==> config.mk <==
export PLATFORM = sky130hd
export DESIGN_NAME = uart_rx_param_flat
export DESIGN_NICKNAME = d
export VERILOG_FILES = /design/src/rtl/uart_pkg.sv /design/src/rtl/uart_rx_param_if.sv /design/src/rtl/uart_rx_sampler.sv /design/src/rtl/uart_rx_param.sv /design/src/flat_wrapper.sv
export SDC_FILE = /design/constraint.sdc
export NUM_CORES = 1
export LEC_CHECK = 0
export CAP_MARGIN = 0
export CORE_UTILIZATION = 50
export DETAILED_ROUTE_END_ITERATION = 16
export GPL_TIMING_DRIVEN = 0
export PLACE_DENSITY = 0.72
export SKIP_CTS_REPAIR_TIMING = 1
export SLEW_MARGIN = 20
export SYNTH_ARGS = -nofsm -noshare
export SYNTH_HDL_FRONTEND = slang
export SYNTH_SLANG_ARGS = --single-unit
==> constraint.sdc <==
create_clock -name clk -period 2.7 [get_ports clk]
set_input_delay 0.27 -clock clk [delete_from_list [all_inputs] [get_ports clk]]
set_output_delay 0.27 -clock clk [all_outputs]
set_load 0.02 [all_outputs]
==> src/rtl/uart_pkg.sv <==
// ---------------------------------------------------------------------------
// uart_pkg
// Shared definitions for the parametrised UART receiver:
//   - state_t       : receiver FSM states
//   - PAR_*         : encodings of the PARITY parameter
//   - *_BIT         : bit positions inside the 16-bit status/data word
//   - OUT_EMPTY     : value of the status/data word when it holds no frame
//   - expected_parity() : parity bit a correct frame carries
// ---------------------------------------------------------------------------
package uart_pkg;

    typedef enum logic [2:0] {
        IDLE,
        START,
        DATA,
        PARITY,
        STOP
    } state_t;

    localparam int PAR_NONE = 0;
    localparam int PAR_EVEN = 1;
    localparam int PAR_ODD  = 2;

    localparam int READY_BIT = 15;
    localparam int FERR_BIT  = 14;
    localparam int PERR_BIT  = 13;
    localparam int OVR_BIT   = 12;

    localparam logic [15:0] OUT_EMPTY = 16'h8000;

    // Data bits above DATA_BITS-1 are always zero, so XOR over the whole
    // 9-bit field equals XOR over the real data bits.
    function automatic logic expected_parity(input logic [8:0] data, input int mode);
        return (mode == PAR_ODD) ? ~(^data) : ^data;
    endfunction

endpackage

==> src/rtl/uart_rx_param_if.sv <==
// ---------------------------------------------------------------------------
// uart_rx_param_if
// CPU-side bundle of the UART receiver slot.
//   clear : synchronous acknowledge, empties the status/data word
//   RX    : asynchronous serial line, idles high
//   out   : 16-bit status/data word
// master : the CPU/line side (drives clear and RX, reads out)
// slave  : the receiver
// ---------------------------------------------------------------------------
interface uart_rx_param_if;
    logic        clear;
    logic        RX;
    logic [15:0] out;

    modport master (output clear, output RX, input out);
    modport slave  (input clear, input RX, output out);
endinterface

==> src/rtl/uart_rx_sampler.sv <==
// ---------------------------------------------------------------------------
// uart_rx_sampler
// Brings the asynchronous RX line into the clk domain and produces the bit
// value the receiver FSM uses when its bit counter reaches zero.
// Build option: UART_RX_MAJORITY_EN
//   defined   : sample_bit = 2-of-3 majority of rxs over the last three
//               cycles (counter values 2, 1, 0 at the sampling point)
//   undefined : sample_bit = rxs
// Ports:
//   clk, reset : clock, asynchronous active-high reset
//   rx         : raw serial line
//   rxs        : synchronised line (2-flop synchroniser, flops reset to 1)
//   sample_bit : filtered bit value for the sampling point
// ---------------------------------------------------------------------------
module uart_rx_sampler (
    input  logic clk,
    input  logic reset,
    input  logic rx,
    output logic rxs,
    output logic sample_bit
);

    logic sync1_q;
    logic sync2_q;

    // NOTE: sequential state uses non-blocking assignments so every flop
    // sees the pre-edge value of the others (sync2_q takes the old sync1_q).
    always_ff @(posedge clk or posedge reset) begin
        if (reset) begin
            sync1_q <= 1'b1;
            sync2_q <= 1'b1;
        end else begin
            sync1_q <= rx;
            sync2_q <= sync1_q;
        end
    end

    assign rxs = sync2_q;

`ifdef UART_RX_MAJORITY_EN
    // hist_q[0] = rxs one cycle ago, hist_q[1] = rxs two cycles ago.
    logic [1:0] hist_q;

    always_ff @(posedge clk or posedge reset) begin
        if (reset) begin
            hist_q <= 2'b11;
        end else begin
            hist_q <= {hist_q[0], sync2_q};
        end
    end

    assign sample_bit = (sync2_q & hist_q[0]) | (sync2_q & hist_q[1]) | (hist_q[0] & hist_q[1]);
`else
    assign sample_bit = sync2_q;
`endif

endmodule

==> src/rtl/uart_rx_param.sv <==
// ---------------------------------------------------------------------------
// uart_rx_param
// Parametrised UART receiver: 5..9 data bits, none/even/odd parity, 1 or 2
// stop bits. Completed frames land in a registered 16-bit status/data word
// that software polls and acknowledges with clear.
// Build option: UART_RX_MAJORITY_EN (majority-of-3 bit sampling, see
// uart_rx_sampler).
// Parameters: CLKS_PER_BIT (>= 8), DATA_BITS (5..9), PARITY (0/1/2),
//             STOP_BITS (1/2).
// Ports:
//   clk   : clock, all state updates on its rising edge
//   reset : asynchronous active-high reset
//   bus   : slave side of uart_rx_param_if (clear, RX in; out)
// out word: [15] empty, [14] framing err, [13] parity err, [12] overrun,
//           [11:9] zero, [8:0] data (LSB first on the line).
// ---------------------------------------------------------------------------
module uart_rx_param #(
    parameter int CLKS_PER_BIT = 217,
    parameter int DATA_BITS    = 8,
    parameter int PARITY       = 0,
    parameter int STOP_BITS    = 1
) (
    input logic            clk,
    input logic            reset,
    uart_rx_param_if.slave bus
);
    import uart_pkg::*;

    localparam int CNT_W = $clog2(CLKS_PER_BIT);
    localparam logic [CNT_W-1:0] CNT_HALF  = CNT_W'(CLKS_PER_BIT / 2 - 1);
    localparam logic [CNT_W-1:0] CNT_FULL  = CNT_W'(CLKS_PER_BIT - 1);
    localparam logic [3:0]       LAST_DATA = 4'(DATA_BITS - 1);
    localparam logic [3:0]       LAST_STOP = 4'(STOP_BITS - 1);

    state_t           state_q, state_d;
    logic [CNT_W-1:0] cnt_q;
    logic [3:0]       bit_idx_q;
    logic [8:0]       shreg_q;
    logic [8:0]       shreg_shifted;
    logic             ferr_q, perr_q;
    logic [15:0]      out_q;
    logic [15:0]      commit_word;

    logic rxs, sample_bit, tick;
    logic start_frame, shift_en, par_en, stop_en, commit;

    uart_rx_sampler u_sampler (
        .clk        (clk),
        .reset      (reset),
        .rx         (bus.RX),
        .rxs        (rxs),
        .sample_bit (sample_bit)
    );

    assign tick = (cnt_q == '0);

    // ---- state register ----
    always_ff @(posedge clk or posedge reset) begin
        if (reset) state_q <= IDLE;
        else       state_q <= state_d;
    end

    // ---- next-state logic ----
    // NOTE: every signal assigned in always_comb gets a default first so no
    // path leaves it unassigned, which would infer a latch.
    always_comb begin
        state_d = state_q;
        case (state_q)
            IDLE:  if (!rxs) state_d = START;
            START: if (tick) state_d = sample_bit ? IDLE : DATA;
            DATA:  if (tick && bit_idx_q == LAST_DATA)
                       state_d = (PARITY != PAR_NONE) ? uart_pkg::PARITY : STOP;
            uart_pkg::PARITY: if (tick) state_d = STOP;
            STOP:  if (tick && bit_idx_q == LAST_STOP) state_d = IDLE;
            default: state_d = IDLE;
        endcase
    end

    // ---- control outputs ----
    always_comb begin
        start_frame = 1'b0;
        shift_en    = 1'b0;
        par_en      = 1'b0;
        stop_en     = 1'b0;
        commit      = 1'b0;
        case (state_q)
            IDLE:             start_frame = !rxs;
            DATA:             shift_en    = tick;
            uart_pkg::PARITY: par_en      = tick;
            STOP: begin
                stop_en = tick;
                commit  = tick && (bit_idx_q == LAST_STOP);
            end
            default: ;
        endcase
    end

    // New bit enters at DATA_BITS-1 and walks down, so after DATA_BITS
    // shifts the first (LSB) bit sits at position 0.
    always_comb begin
        shreg_shifted                = shreg_q >> 1;
        shreg_shifted[DATA_BITS - 1] = sample_bit;
    end

    // ---- datapath: bit counter, bit index, shift register, error flags ----
    always_ff @(posedge clk or posedge reset) begin
        if (reset) begin
            cnt_q     <= '0;
            bit_idx_q <= '0;
            shreg_q   <= '0;
            ferr_q    <= 1'b0;
            perr_q    <= 1'b0;
        end else begin
            if (start_frame)            cnt_q <= CNT_HALF;
            else if (state_q != IDLE)   cnt_q <= tick ? CNT_FULL : cnt_q - CNT_W'(1);

            // Index restarts on every state change so DATA and STOP each
            // count their own samples from zero.
            if (state_d != state_q)         bit_idx_q <= '0;
            else if (shift_en || stop_en)   bit_idx_q <= bit_idx_q + 4'd1;

            if (shift_en) shreg_q <= shreg_shifted;

            if (start_frame) begin
                ferr_q <= 1'b0;
                perr_q <= 1'b0;
            end else begin
                if (par_en)                 perr_q <= (sample_bit != expected_parity(shreg_q, PARITY));
                if (stop_en && !sample_bit) ferr_q <= 1'b1;
            end
        end
    end

    // The last stop sample is folded in directly since ferr_q only sees it
    // one cycle later.
    always_comb begin
        commit_word            = '0;
        commit_word[8:0]       = shreg_q;
        commit_word[FERR_BIT]  = ferr_q | ~sample_bit;
        commit_word[PERR_BIT]  = perr_q;
        commit_word[OVR_BIT]   = ~out_q[READY_BIT];
    end

    // ---- output register: commit has priority over clear ----
    always_ff @(posedge clk or posedge reset) begin
        if (reset)          out_q <= OUT_EMPTY;
        else if (commit)    out_q <= commit_word;
        else if (bus.clear) out_q <= OUT_EMPTY;
    end

    assign bus.out = out_q;

endmodule

==> src/flat_wrapper.sv <==
// flat-port wrapper written by rule: the top's interface ports become plain ports
module uart_rx_param_flat import uart_pkg::*;
#(
    parameter int CLKS_PER_BIT = 217,
    parameter int DATA_BITS    = 8,
    parameter int PARITY       = 0,
    parameter int STOP_BITS    = 1
)
  (clk, reset, bus_clear, bus_RX, bus_out);
  uart_rx_param_if bus_i ();
  input logic clk;
  input logic reset;
  input wire logic [$bits(bus_i.clear)-1:0] bus_clear;
  input wire logic [$bits(bus_i.RX)-1:0] bus_RX;
  output wire logic [$bits(bus_i.out)-1:0] bus_out;
  assign bus_i.clear = bus_clear;
  assign bus_i.RX = bus_RX;
  assign bus_out = bus_i.out;
  uart_rx_param #(.CLKS_PER_BIT(CLKS_PER_BIT), .DATA_BITS(DATA_BITS), .PARITY(PARITY), .STOP_BITS(STOP_BITS)) u_core (.clk(clk), .reset(reset), .bus(bus_i));
endmodule
-- Word level (Yosys, flattened, before mapping)
Index checks and enable logic that the tools add are counted.
- register bits: 43
- bits in latches: 0
- memory bits (writable): 0
- bits in read-only memories: 0
- input port bits: 4
- output and inout bits: 16
- memories kept: 0
- $add $sub $neg: 2
- $mul: 0
- div/mod/pow operators: 0
- $lt $le $gt $ge: 0
- equal/unequal tests: 7
- shift operators: 0
- multiplexer cells: 23
- bitwise logic cells: 3
- reduce and logical (&&, ||, !) cells: 15
- operator list (cell ; count):
    16-bit 2-to-1 mux ; 2
    8-bit 2-to-1 mux ; 3
    3-bit 2-to-1 mux ; 5
    3-bit one-hot mux with 5 select lines ; 1
    2-bit nonzero test ; 5
    1-bit 2-to-1 mux ; 9
    9-bit parity ; 1
    8-bit zero test ; 1
    4-bit 2-to-1 mux ; 2
    8-bit by 1-bit subtractor with 8-bit output, second input constant ; 1
    3-bit by 2-bit equality test with 1-bit output, second input constant ; 2
    4-bit by 1-bit adder with 4-bit output, second input constant ; 1
    4-bit by 3-bit equality test with 1-bit output, second input constant ; 1
    4-bit zero test ; 1
    3-bit by 1-bit equality test with 1-bit output, second input constant ; 1
    3-bit equality test, second input constant ; 1
    1-bit logical AND ; 3
    3-bit zero test ; 1
    3-bit inequality test ; 1
    3-bit nonzero test ; 1
    2-bit 2-to-1 mux ; 1
    1-bit NOT ; 2
    1-bit zero test ; 1
    1-bit logical OR ; 1
    2 further kinds ; 2

-- Depth between registers and ports, before layout
- depth after elaboration: 6
- depth in mapped cells: 7
- mapped depth without buffers: 6

-- Hierarchy
From an unflattened synthesis, not the netlist that was laid out.
- cells, all modules: 187
- area, all modules: 1989.4 um^2
- modules (own cells, without submodules) (module ; instances ; cells an instance ; area an instance (um^2) ; sequential area each (um^2)):
    uart_rx_param ; 1 ; 183 ; 1925.6 ; 927.1
    uart_rx_sampler ; 1 ; 4 ; 63.8 ; 52.6

-- Worst setup path before layout
OpenSTA, ideal clock, no wires.
- path kind: register -> register
- start point: register u_core.cnt_q[0]
- end point: register u_core.shreg_q[0]
- setup time: 0.125 ns
- arrival: 1.821 ns
- data required time: 2.575 ns
- setup slack: 0.754 ns
- stages on the path, launching flop included: 7
- path buffers: 0
- clock period less this slack: 1.946 ns
- cell sequence: dfrtp_1 -> inv_1 -> ha_1 -> nor4b_4 -> nand2_2 -> nor3_4 -> mux2_2
- longest elaborated chain between the ends: 2
- RTL lines (what ; RTL line ; source):
    start, declared ; uart_rx_param.sv:36 ; logic [CNT_W-1:0] cnt_q;
    start signal, assigned ; uart_rx_param.sv:115 ; else if (state_q != IDLE) cnt_q <= tick ? CNT_FULL : cnt_q - CNT_W'(1);
    8-bit zero test ; uart_rx_param.sv:55 ; assign tick = (cnt_q == '0);
    1-bit 2-to-1 mux ; uart_rx_param.sv:86 ; case (state_q)
    end signal, assigned ; uart_rx_param.sv:122 ; if (shift_en) shreg_q <= shreg_shifted;
    end, declared ; uart_rx_param.sv:38 ; logic [8:0] shreg_q;
No other way between the ends.
A chain may end at the register's enable or synchronous reset.

-- Final worst setup path
- start point: register u_core.cnt_q[0]
- end point: register u_core.shreg_q[6]
The elaborated chain is that of the path after synthesis.

==> summary.md <==
| Metric | Value |
|---|---|
| Area contributors post-synth | dfrtp_1 (45%), mux2_2 (4.5%), nand2_1 (4.5%) |
| Layout cells sized above 1 | 0.1600 |
| CP endpoint kind | flip-flop |
| TritonCTS clock tree | built |
| Diodes inserted | 0 |
| Internal power | 0.8786 mW |
| Top_reg_cell synth | dfrtp_1 |
| Worst-path clk slew | 0.08 ns |
| Sw power | approximately 0.24 mW |
| DR vias/cell | 5.546 |
| DRC | 0 |
| HP Class | primary input to async pin |
| Top-area cell type share of the netlist area | 0.4517 |
| Num ports | 20 |
| Area growth, synth to finish | 17.94% |
| Worst path arrival time | 2.50 ns |
| CTS H-tree depth | 2 |
| FP Rows | 22 |
| Final max-slew violation count | 0 |
| Final hold slack | 0.1799 ns |
| Chip height | between 60 and 70 um |
| IO buf count | 15 |
| Async S/R FF share, synth | 1.000 |
| Pwr dens | between 400 and 500 nW/um2 |
| Fillers | ~320 |
| Total grt overflow | 0 |
| Sw frac | 0.2162 |
| Detailed Route WL | roughly 4.0 mm |
| Register area | 979.7 um2 |
| Final worst path period share | 0.8568 |
| Origin of the critical flop-to-flop path | u_core.cnt_q[0] |
| Power share of the sequential group | 0.523 |
| Largest buffer count on any clock path | 2 |
| Multi-input gate area | 925.9 um2 |
| Min Tclk post-route | 2.313 ns |
| Distinct cells, synth | 50 |
| Initial drt markers | 57 |
| Overall global routing resource usage | 0.2218 |
| ANT nets after route | 0 |
| Clock Latency Late Sink | 0.30 ns |
| Layout Cell Area excl Fill | 2352 um2 |
| Outcome | completed |
| Max Clk Rate | about 0.43 GHz |
| Netlist area before placement | 1994 um2 |
| Syn Inst Count | 198 |
| First-pass GRT wire length | 7.010 mm |
| RD Place Congestion | 0.8287 |
| Slew margin rel. | 0.6021 |
| Initial core utilization | 0.5328 |
| Final Hold Vio Count | 0 |
| Post-synth EDFFs | 0 |
| RSZ-0062 raised after global routing | false |
| Area leader, netlist | dfrtp_1 |
| Setup TNS | 0 ns |
| Fin nets | 232 |
| Synthesis Warnings | 0 |
| Core area | 3744 um2 |
| Pin count of the biggest net entering global routing | 34 |
| VDD IR max | 0.0003628 V |
| Reg2Reg Setup Slack | 0.39 ns |
| Logic pwr share | 0.032 |
| Reg-to-Reg End | u_core.shreg_q[6] |
| Final setup skew | 0.005852 ns |
| Crit path kind | flip-flop to flip-flop |
| Initial antenna violation count | 0 |
| FF+latch count, synth | 39 |
| CP max FO | 8 |
| Die width | 65.16 um |
| CP required | 2.89 ns |
| Vias in the first global route | 1567 |
| Worst Max-Slew Pin Slew | 0.5888 ns |
| CTS Buf Count | 5 |
| Sequential area share after synthesis | 0.4912 |
| Design Power | 1.121 mW |
| Routed WL per cell | about 15 um |
| Clock share of power | 0.445 |
| Die Area | 4245 um2 |
| Root Buffer | clkbuf_8 |
| Router iterations before antenna repair | 4 |
| Post-DP HPWL | about 2.9 mm |
| Leakage | around 1.1 nW |
| # setup viols final | 0 |
| TritonCTS Sinks | 39 |
| Cells on worst reg2reg path | 6 |
| CP startpoint kind | flip-flop |
| Placed inst area | 2236 um2 |
| Vias after detailed routing | 1514 |
| Max-cap violations | 0 |
| Syn avg cell area | 10.07 um2 |
[synthesized netlist by cell type (all sizes together), types with 4 or more instances]
master / number
dfrtp: 36
nand2: 25
nor2: 12
a21oi: 10
inv: 10
nand3: 9
o21ai: 9
mux2: 8
buf: 6
clkbuf: 6
xnor2: 6
nor3: 5
or3: 5
ha: 4
[critical path, cell delays in order, from the launching register on]
cell and delay, ns:
dfrtp_1 0.41, inv_1 0.11, ha_1 0.17, nor4b_4 0.47
nand2_2 0.22, nor3_4 0.43, mux2_2 0.39
[worst max-delay path by stage]
stage	startpoint	to	slack, ns	cells past startpoint
after detailed placement	u_core.cnt_q[0]	u_core.shreg_q[6]	0.41	6
after global routing	u_core.cnt_q[0]	u_core.shreg_q[5]	0.24	6
after CTS	u_core.cnt_q[0]	u_core.shreg_q[6]	0.41	6
after floorplan	u_core.cnt_q[0]	u_core.shreg_q[0]	0.75	6
final	u_core.cnt_q[0]	u_core.shreg_q[6]	0.39	6
after global placement	u_core.cnt_q[0]	u_core.shreg_q[3]	0.49	6
[layout make-up]
type	instances	area share
inverter	10	0.01596
multi-input combinational	140	0.3936
timing repair buffer	16	0.07234
tap	48	0.02553
sequential	39	0.4165
buffer	12	0.02660
clock buffer	5	0.02926
clock inverter	3	0.02021
[layer usage]
metal / part of all wire / global-route usage
met3: 0.037 / 0.07118
met5: 0 / 0
met4: 0.013 / 0.06793
met2: 0.51 / 0.3854
met1: 0.44 / 0.2603
[placed cells by master (no fill, tap or decap), types with 2 or more instances in the layout]
master,count
dfrtp_1,36
nand2_1,24
clkdlybuf4s50_1,15
nor2_1,12
a21oi_1,10
inv_1,9
nand3_1,9
o21ai_0,8
mux2_2,8
clkbuf_1,6
xnor2_1,6
or3_1,5
clkbuf_8,5
ha_1,4
buf_4,4
conb_1,4
nor3_1,3
mux2i_1,3
nand2b_1,3
o311ai_0,3
nand3b_1,3
dfstp_2,3
buf_2,2
nand4_1,2
a31oi_1,2
xor2_1,2
o211ai_1,2
o21a_1,2
o31ai_1,2
[power by group through the flow]
stage / logic (mW) / registers, mW / clock network [mW]
floorplan: 0.0224 / 0.598 / 0
finish: 0.0358 / 0.587 / 0.499
detailed placement: 0.0363 / 0.598 / 0
CTS: 0.0364 / 0.587 / 0.517
global route: 0.0402 / 0.587 / 0.536
global placement: 0.0316 / 0.598 / 0
[state kept, by name, indices dropped and copies added (netlist names)]
register	flops
u_core.shreg_q	8
u_core.u_sampler.rxs	1
u_core.bus.out	12
u_core.perr_q	1
u_core.bit_idx_q	4
u_core.ferr_q	1
u_core.u_sampler.sync1_q	1
u_core.state_q	3
u_core.cnt_q	8
[through the flow]
step           setup slack (ns)  instances  utilization
3_5_place_dp             0.4067        265       0.5973
3_3_place_gp             0.4946        264       0.5919
5_1_grt                  0.2377        273       0.6283
2_1_floorplan            0.7540        201            -
4_1_cts                  0.4068        273       0.6283
6_report                 0.3867        273       0.6283
[cell families (layout without fill, tap and decap cells)]
family	after synthesis	count (layout)	synth area share
buffers and inverters	22	46	0.05019
xor gates and xnor gates	8	8	0.03513
and+or+nand+nor	76	76	0.2139
muxes	11	11	0.06023
DFF	39	39	0.4912
AOI/OAI and AO/OA	37	37	0.1223
adders and majority gates	4	4	0.02510
other	1	4	0.001880
Power figures use the tool's default switching activity.
